<file path="src/rtl/pc_redirect_ctrl.sv">
// Front-end redirect controller: arbitrates jump/branch/trap redirects into the PC
// select, holds them across hazard stalls and follows each applied one with a flush.
module pc_redirect_ctrl #(
    parameter int ADDR_SIZE    = 20,
    parameter int FLUSH_CYCLES = 2
) (
    input  logic                 clk,
    input  logic                 reset,
    input  logic                 hazard_stall_i,
    input  logic                 jal_valid_i,
    input  logic [ADDR_SIZE-1:0] jal_target_i,
    input  logic                 br_valid_i,
    input  logic                 br_taken_i,
    input  logic [ADDR_SIZE-1:0] br_target_i,
    input  logic                 trap_valid_i,
    input  logic [ADDR_SIZE-1:0] trap_vector_i,
    output logic [1:0]           sel_o,
    output logic                 pc_stall_o,
    output logic [ADDR_SIZE-1:0] tgt1_o,
    output logic [ADDR_SIZE-1:0] tgt2_o,
    output logic [ADDR_SIZE-1:0] tgt3_o,
    output logic                 flush_o,
    output logic                 busy_o,
    output logic [15:0]          redirect_cnt_o
);
    typedef enum logic [1:0] {IDLE, PEND, FLUSH} state_t;

    localparam logic [3:0] FLUSH_LOAD = 4'(FLUSH_CYCLES - 1);

    state_t               state, state_nxt;
    logic [1:0]           pend_sel, pend_sel_nxt;
    logic [ADDR_SIZE-1:0] pend_tgt, pend_tgt_nxt;
    logic [3:0]           fcnt, fcnt_nxt;
    logic [1:0]           req_sel;
    logic [ADDR_SIZE-1:0] req_tgt;

    // Select encoding doubles as priority: trap (3) > branch (2) > jump (1).
    always_comb begin
        req_sel = 2'd0;
        req_tgt = '0;
        if (trap_valid_i) begin
            req_sel = 2'd3;
            req_tgt = trap_vector_i;
        end else if (br_valid_i && br_taken_i) begin
            req_sel = 2'd2;
            req_tgt = br_target_i;
        end else if (jal_valid_i) begin
            req_sel = 2'd1;
            req_tgt = jal_target_i;
        end
    end

    always_comb begin
        state_nxt    = state;
        pend_sel_nxt = pend_sel;
        pend_tgt_nxt = pend_tgt;
        fcnt_nxt     = fcnt;
        sel_o        = 2'd0;
        case (state)
            IDLE: begin
                if (req_sel != 2'd0) begin
                    if (!hazard_stall_i) begin
                        sel_o     = req_sel;
                        state_nxt = FLUSH;
                        fcnt_nxt  = FLUSH_LOAD;
                    end else begin
                        pend_sel_nxt = req_sel;
                        pend_tgt_nxt = req_tgt;
                        state_nxt    = PEND;
                    end
                end
            end
            PEND: begin
                if (hazard_stall_i) begin
                    if (req_sel > pend_sel) begin
                        pend_sel_nxt = req_sel;
                        pend_tgt_nxt = req_tgt;
                    end
                end else begin
                    sel_o        = (req_sel > pend_sel) ? req_sel : pend_sel;
                    pend_sel_nxt = 2'd0;
                    pend_tgt_nxt = '0;
                    state_nxt    = FLUSH;
                    fcnt_nxt     = FLUSH_LOAD;
                end
            end
            FLUSH: begin
                // Jump/branch requests here come from squashed instructions.
                if (trap_valid_i) begin
                    if (!hazard_stall_i) begin
                        sel_o    = 2'd3;
                        fcnt_nxt = FLUSH_LOAD;
                    end else begin
                        pend_sel_nxt = 2'd3;
                        pend_tgt_nxt = trap_vector_i;
                        state_nxt    = PEND;
                    end
                end else if (fcnt == 4'd0) begin
                    state_nxt = IDLE;
                end else begin
                    fcnt_nxt = fcnt - 4'd1;
                end
            end
            default: state_nxt = IDLE;
        endcase
    end

    always_ff @(posedge clk or posedge reset) begin
        if (reset) begin
            state          <= IDLE;
            pend_sel       <= 2'd0;
            pend_tgt       <= '0;
            fcnt           <= 4'd0;
            redirect_cnt_o <= 16'd0;
        end else begin
            state    <= state_nxt;
            pend_sel <= pend_sel_nxt;
            pend_tgt <= pend_tgt_nxt;
            fcnt     <= fcnt_nxt;
            if (sel_o != 2'd0 && !hazard_stall_i && redirect_cnt_o != 16'hFFFF)
                redirect_cnt_o <= redirect_cnt_o + 16'd1;
        end
    end

    assign pc_stall_o = hazard_stall_i;
    assign flush_o    = (state == FLUSH);
    assign busy_o     = (state != IDLE);

    assign tgt1_o = (state == PEND && pend_sel == 2'd1) ? pend_tgt : jal_target_i;
    assign tgt2_o = (state == PEND && pend_sel == 2'd2) ? pend_tgt : br_target_i;
    assign tgt3_o = (state == PEND && pend_sel == 2'd3) ? pend_tgt : trap_vector_i;
endmodule

</file>
<file path="config.mk">
export PLATFORM = sky130hd
export DESIGN_NAME = pc_redirect_ctrl
export DESIGN_NICKNAME = d
export VERILOG_FILES = /design/src/rtl/pc_redirect_ctrl.sv
export SDC_FILE = /design/constraint.sdc
export NUM_CORES = 1
export LEC_CHECK = 0
export ABC_AREA = 1
export CAP_MARGIN = 10
export CORE_MARGIN = 8
export CORE_UTILIZATION = 40
export DETAILED_ROUTE_END_ITERATION = 12
export PLACE_DENSITY = 0.79
export SLEW_MARGIN = 25
export SYNTH_ARGS = -nofsm -noshare
export SYNTH_HDL_FRONTEND = slang
export SYNTH_SLANG_ARGS = --single-unit
</file>
<file path="constraint.sdc">
create_clock -name clk -period 1.9 [get_ports clk]
set_input_delay 0.38 -clock clk [delete_from_list [all_inputs] [get_ports clk]]
set_output_delay 0.38 -clock clk [all_outputs]
set_load 0.03 [all_outputs]
</file>
# == Word level (Yosys, flattened, before mapping) ==
# Cells that the tools add are included.
# op_classes
n_addsub,2
n_mul,0
div_mod_pow,0
order_cmp,1
eq_ne,15
shift,0
n_mux,41
bitwise,0
n_reduce_logical,17
# op_table
operator,n
$mux 20,12
$pmux 20 s3,1
$mux 2,19
$pmux 2 s3,3
$add 16x1->16 const B,1
$mux 4,4
$ne 16x16->1 const B,1
$pmux 4 s3,1
$ne 2x2->1 const B,5
$ne 3x3->1 const B,3
$eq 2x2->1 const B,3
$logic_and 1x1->1,6
$reduce_and 6->1,1
$reduce_bool 2->1,3
$reduce_and 5->1,1
$eq 2x1->1 const B,2
$logic_not 4->1,1
$reduce_and 4->1,1
$sub 4x1->4 const B,1
$ne 3x2->1 const B,1
$reduce_and 3->1,1
$reduce_bool 3->1,1
$gt 2x2->1,1
$logic_not 2->1,1
other kinds (2),2
# totals
regBits,44
latchBits,0
ram_bits,0
romBits,0
in_bits,67
output_inout_bits,81
word_cells,81
n_memories,0

# == Depth between registers and ports, before layout ==
# depth
depth_word,10
depth_mapped,16
depth_no_buf,15

# == Worst setup path before layout ==
# No wires, ideal clock.
# synth_timing
kind,reg-to-output
startpoint,register state[1]
endpoint,output port tgt1_o[0]
arrival_ps,1688
required_ps,1520
path_slack_ps,-168
stages_incl_launch_ff,6
n_path_buf,1
path_cell_list,dfrtp_1 -> inv_1 -> ha_1 -> nand3_1 -> clkbuf_1 -> o21ai_0
# synth_between
elab_chain_len,3
# synth_lines
item,line,text
from (decl),30,"state_t state, state_nxt;"
from (signal assigned),116,state <= state_nxt;
$eq 2x1->1,129,assign tgt1_o = (state == PEND && pend_sel == 2'd1) ? pend_tgt : jal_target_i;
$logic_and 1x1->1,129,
$mux 20,129,
to (decl),19,"output logic [ADDR_SIZE-1:0] tgt1_o,"
# Every way passes these cells.

# == Worst setup path after layout ==
# layout_timing
startpoint,register state[1]
endpoint,output port tgt1_o[10]
# The elaborated chain is that of the path after synthesis.

==> summary.txt <==
Global route
  • Maximum number of pins on one net before global-route repair: 45
  • Overall overflow remaining after global route: 0
  • Global router's overall resource usage: between 20 and 25%
  • First-pass GRT wire length: 21900 um
  • Number of global-route vias before repair: 4410
  • Antenna violations before repair: 0

Placed design
  • Post-detail-place hpwl: approximately 9500 um
  • Number of buffer cells added on primary ports: 147
  • Placer Congestion: between 0.8 and 0.9

Synthesis
  • Sequential-to-total area share from yosys stat: between 20% and 30%
  • Synthesized cell area: 3710 sq um
  • Post-synthesis share of cell area spent on full adders, half adders and majority gates: 3.04%
  • Xor/xnor share of the synthesized area: 1.65%
  • Largest family of logic cells by synthesized area: simple AND/OR/NAND/NOR gates
  • Synthesized-area fraction occupied by ao, oa, aoi and oai cells: 20.3%
  • Share of the synthesized area in the top cell type: 29.7%
  • Async set-reset flop share out of synthesis: 100%
  • Nets in the synthesized netlist: 670
  • Multiplexer share of the synthesized area: 0%
  • Average instance area after synthesis: 6.24 sq um
  • Total of flip-flops plus latches after synthesis: 44
  • Count of warnings emitted by yosys: 0
  • Main synth FF type: sky130_fd_sc_hd__dfrtp_1
  • Main area contributors after synthesis: sky130_fd_sc_hd__dfrtp_1, sky130_fd_sc_hd__nand2_1, sky130_fd_sc_hd__inv_1
  • Area fraction in and, or, nand and nor cells after synthesis: 30.0%
  • Largest area contributor in the netlist: sky130_fd_sc_hd__dfrtp_1
  • Synthesized netlist cell count: between 500 and 600
  • Cell variety after synth: 32
  • Number of synthesized flops with an enable pin: 0

Detailed routing
  • Number of vias in the routed layout: 4834
  • Per-cell routed wire length: 17.5 um
  • Iteration-0 DRC Markers: about 270
  • Antenna Nets Post-Route: 0
  • DR DRC count: 0
  • Met1 wire length: 5980 um
  • Highest metal layer with signal wires: met4
  • Wire length on met3: about 1200 um
  • First-pass DRT Iterations: 7
  • Total detailed-routing wirelength: 15600 um
  • Length of routed met2 wiring: between 7000 and 8000 um
  • Number of vias per cell after detailed routing: 5.41

Floorplanning
  • I/O Pins: 148
  • Chip Width: 112 um
  • Core area: 9110 sq um
  • Std-Cell Rows: 35
  • Starting density of the core: 40.7%
  • Total Die Area: 12600 sq um
  • Vertical die dimension: 112 um

Power and ir drop
  • Leakage power of the design: 3.23 nW
  • Pwr dens: 1240 nW/um^2
  • Peak VDD IR: 0.983 mV

STA
  • Final-report hold violation count: 0
  • Total of endpoints with negative setup slack in the final report: 61
  • Relative slew slack: 73.8%
  • Worst path setup slack after routing: -241 ps
  • Min Tclk post-route: 2140 ps
  • Slew @ Worst Pin: 392 ps
  • Top achievable clock speed: 0.467 GHz
  • Min Hold Slack: between 400 and 500 ps
  • Clock Skew: 7.93 ps
  • RSZ-0062 raised after global routing: yes
  • Tcrit/Tclk final: 113%
  • Final Slew Violations: 0

Clock network
  • CTS root buffer: sky130_fd_sc_hd__clkbuf_8
  • Clock network latency to the later pin of the worst-skew pair: 290 ps
  • TritonCTS clock tree: yes
  • Total CTS buffers: 5
  • H-tree depth: 2
  • Sink Count: 44
  • Clock Pin Slew Worst Setup and Hold Paths: ~80 ps
  • Max clock buf depth: 2

Finish
  • Net total in the final layout: 857
  • P&R area growth vs syn: 78.2%
  • Fin util: between 70% and 80%
  • Filler cell count: ~680
  • Layout cells sized above 1: 32.4%
  • ANT cells: 0

Worst setup path
  • Slowest-stage cell, CP: sky130_fd_sc_hd__dfrtp_1
  • Crit end category: output pin
  • Required @ worst endpoint: 1520 ps
  • Worst Path Class, Setup: flip-flop to output pin
  • Critical Path Start Type: flip-flop
  • Cell chain of the critical path: inv_2 -> ha_4 -> buf_6 -> nand3_4 -> buf_16 -> o21ai_1 -> buf_4
  • Largest stage delay on the critical path: about 400 ps
  • Buf/Inv on CP: 4
  • CP top delay family: buffers and inverters
  • Endpoint arrival time on the critical path: 1760 ps
  • CP max FO: 20

Min path
  • Worst min-delay path class: input port to async pin

Status
  • Result of the run: complete, but fails checks
  • Failing checks: setup timing

Run
  • Maxcap violations: 0
## stage by stage
step / total power (W) / TNS (ps) / setup slack [ps] / cells / area, sq um
final: 0.00819 / -9640 / -241 / 893 / 6610
after global routing: 0.00871 / -13960 / -316 / 893 / 6610
after CTS: 0.00728 / -10340 / -226 / 880 / 5940
after detailed placement: 0.00588 / -19480 / -634 / 859 / 5420
after global placement: 0.00579 / -17460 / -597 / 859 / 5420
after floorplan: 0.00429 / -9730 / -168 / 594 / 3710
## Yosys cell counts, types with 2 or more instances
cell type                  instances
sky130_fd_sc_hd__dfrtp_1          44
sky130_fd_sc_hd__inv_2             2
sky130_fd_sc_hd__nor3_1            3
sky130_fd_sc_hd__nand4_1           5
sky130_fd_sc_hd__nor3_2            2
sky130_fd_sc_hd__nand2_2           3
sky130_fd_sc_hd__nand2_1         182
sky130_fd_sc_hd__o21ai_1          18
sky130_fd_sc_hd__o21ai_2           2
sky130_fd_sc_hd__o22ai_1          22
sky130_fd_sc_hd__a21oi_2           2
sky130_fd_sc_hd__o21ai_0          66
sky130_fd_sc_hd__xor2_1            7
sky130_fd_sc_hd__ha_1              9
sky130_fd_sc_hd__clkbuf_1         16
sky130_fd_sc_hd__nor2_1           33
sky130_fd_sc_hd__nand2_4           2
sky130_fd_sc_hd__buf_2             6
sky130_fd_sc_hd__a22oi_1           2
sky130_fd_sc_hd__inv_1           102
sky130_fd_sc_hd__buf_6             7
sky130_fd_sc_hd__nand3_1          29
sky130_fd_sc_hd__a21oi_1          21
## logic make-up (layout without fill, tap and decap cells)
kind of cell             Yosys count  in the layout
XOR/XNOR                           7              7
adder cells (fa/ha/maj)            9              9
AND/OR/NAND/NOR                  264            265
AO/OA/AOI/OAI                    136            137
flip-flops                        44             44
buffers and inverters            134            320
## power breakdown
| part | internal [W] | total [W] | leakage (nW) | switching (W) |
|---|---|---|---|---|
| registers | 0.00123 | 0.00144 | 0.577 | 0.000211 |
| clock network | 0.000391 | 0.000715 | 0.0552 | 0.000324 |
| logic | 0.00250 | 0.00603 | 2.59 | 0.00353 |
## path summary, 6_finish.rpt
kind                             start                 to  slack [ps]  cells after the start
max                           state[1]         tgt1_o[10]        -240                      7
min                              reset  redirect_cnt_o[1]         420                      3
max reg2reg                   state[0]       pend_tgt[19]          40                      8
min reg2reg                pend_tgt[2]        pend_tgt[2]         500                      2
max in group asynchronous        reset       pend_tgt[18]        1250                      3
min in group clk           pend_tgt[2]        pend_tgt[2]         500                      2
## cell type report
type                       instances  area (sq um)  area share (%)
inverter                         104           393            5.95
clock buffer                       6          72.6            1.10
clock inverter                     2          35.0           0.530
tap                              111           139            2.10
multi-input combinational        418          2590            39.2
sequential                        44          1100            16.7
timing repair buffer             208          2270            34.4
## worst register-to-register path, stage by stage, from the launching register on
cell and delay (ps):
sky130_fd_sc_hd__dfrtp_1 450, sky130_fd_sc_hd__ha_4 210, sky130_fd_sc_hd__buf_4 130, sky130_fd_sc_hd__nand2_1 140
sky130_fd_sc_hd__nand2_4 120, sky130_fd_sc_hd__a21oi_4 380, sky130_fd_sc_hd__o22ai_1 160, sky130_fd_sc_hd__inv_1 70
sky130_fd_sc_hd__o21ai_1 80
## sequential cells by signal, summed over array words and instances, names as in the netlist
| register | count |
|---|---|
| state | 2 |
| pend_tgt | 20 |
| redirect_cnt_o | 16 |
| pend_sel | 2 |
| fcnt | 4 |
## what timing repair did
action                     in CTS  in global routing
hold buffers                    0                  0
setup buffers                   8                  8
cloned                          5                  6
pin swaps                      11                 12
gates resized for setup       110                147
setup endpoints to repair      98                100
## layer usage
layer / GRT usage [%] / vias up
met1: 24.9 / 2276
met5: 0 / -
met3: 4.24 / 46
li1: - / 2275
met2: 36.7 / 237
met4: 5.04 / 0
## cells in the final DEF, fill, tap and decap left out, types with 7 or more instances in the layout
cell and n:
sky130_fd_sc_hd__a21oi_1 20, sky130_fd_sc_hd__buf_12 13, sky130_fd_sc_hd__nor2_1 32, sky130_fd_sc_hd__o21ai_4 9, sky130_fd_sc_hd__inv_1 96, sky130_fd_sc_hd__nand2_1 157
sky130_fd_sc_hd__o22ai_1 22, sky130_fd_sc_hd__buf_4 49, sky130_fd_sc_hd__o21ai_1 25, sky130_fd_sc_hd__inv_2 7, sky130_fd_sc_hd__dfrtp_1 44, sky130_fd_sc_hd__clkdlybuf4s50_1 76
sky130_fd_sc_hd__nand2_4 13, sky130_fd_sc_hd__xor2_1 7, sky130_fd_sc_hd__o21ai_2 47, sky130_fd_sc_hd__nand2_2 16, sky130_fd_sc_hd__nand3_1 25, sky130_fd_sc_hd__buf_6 56
Note: power is estimated with default switching activity, not from simulation.
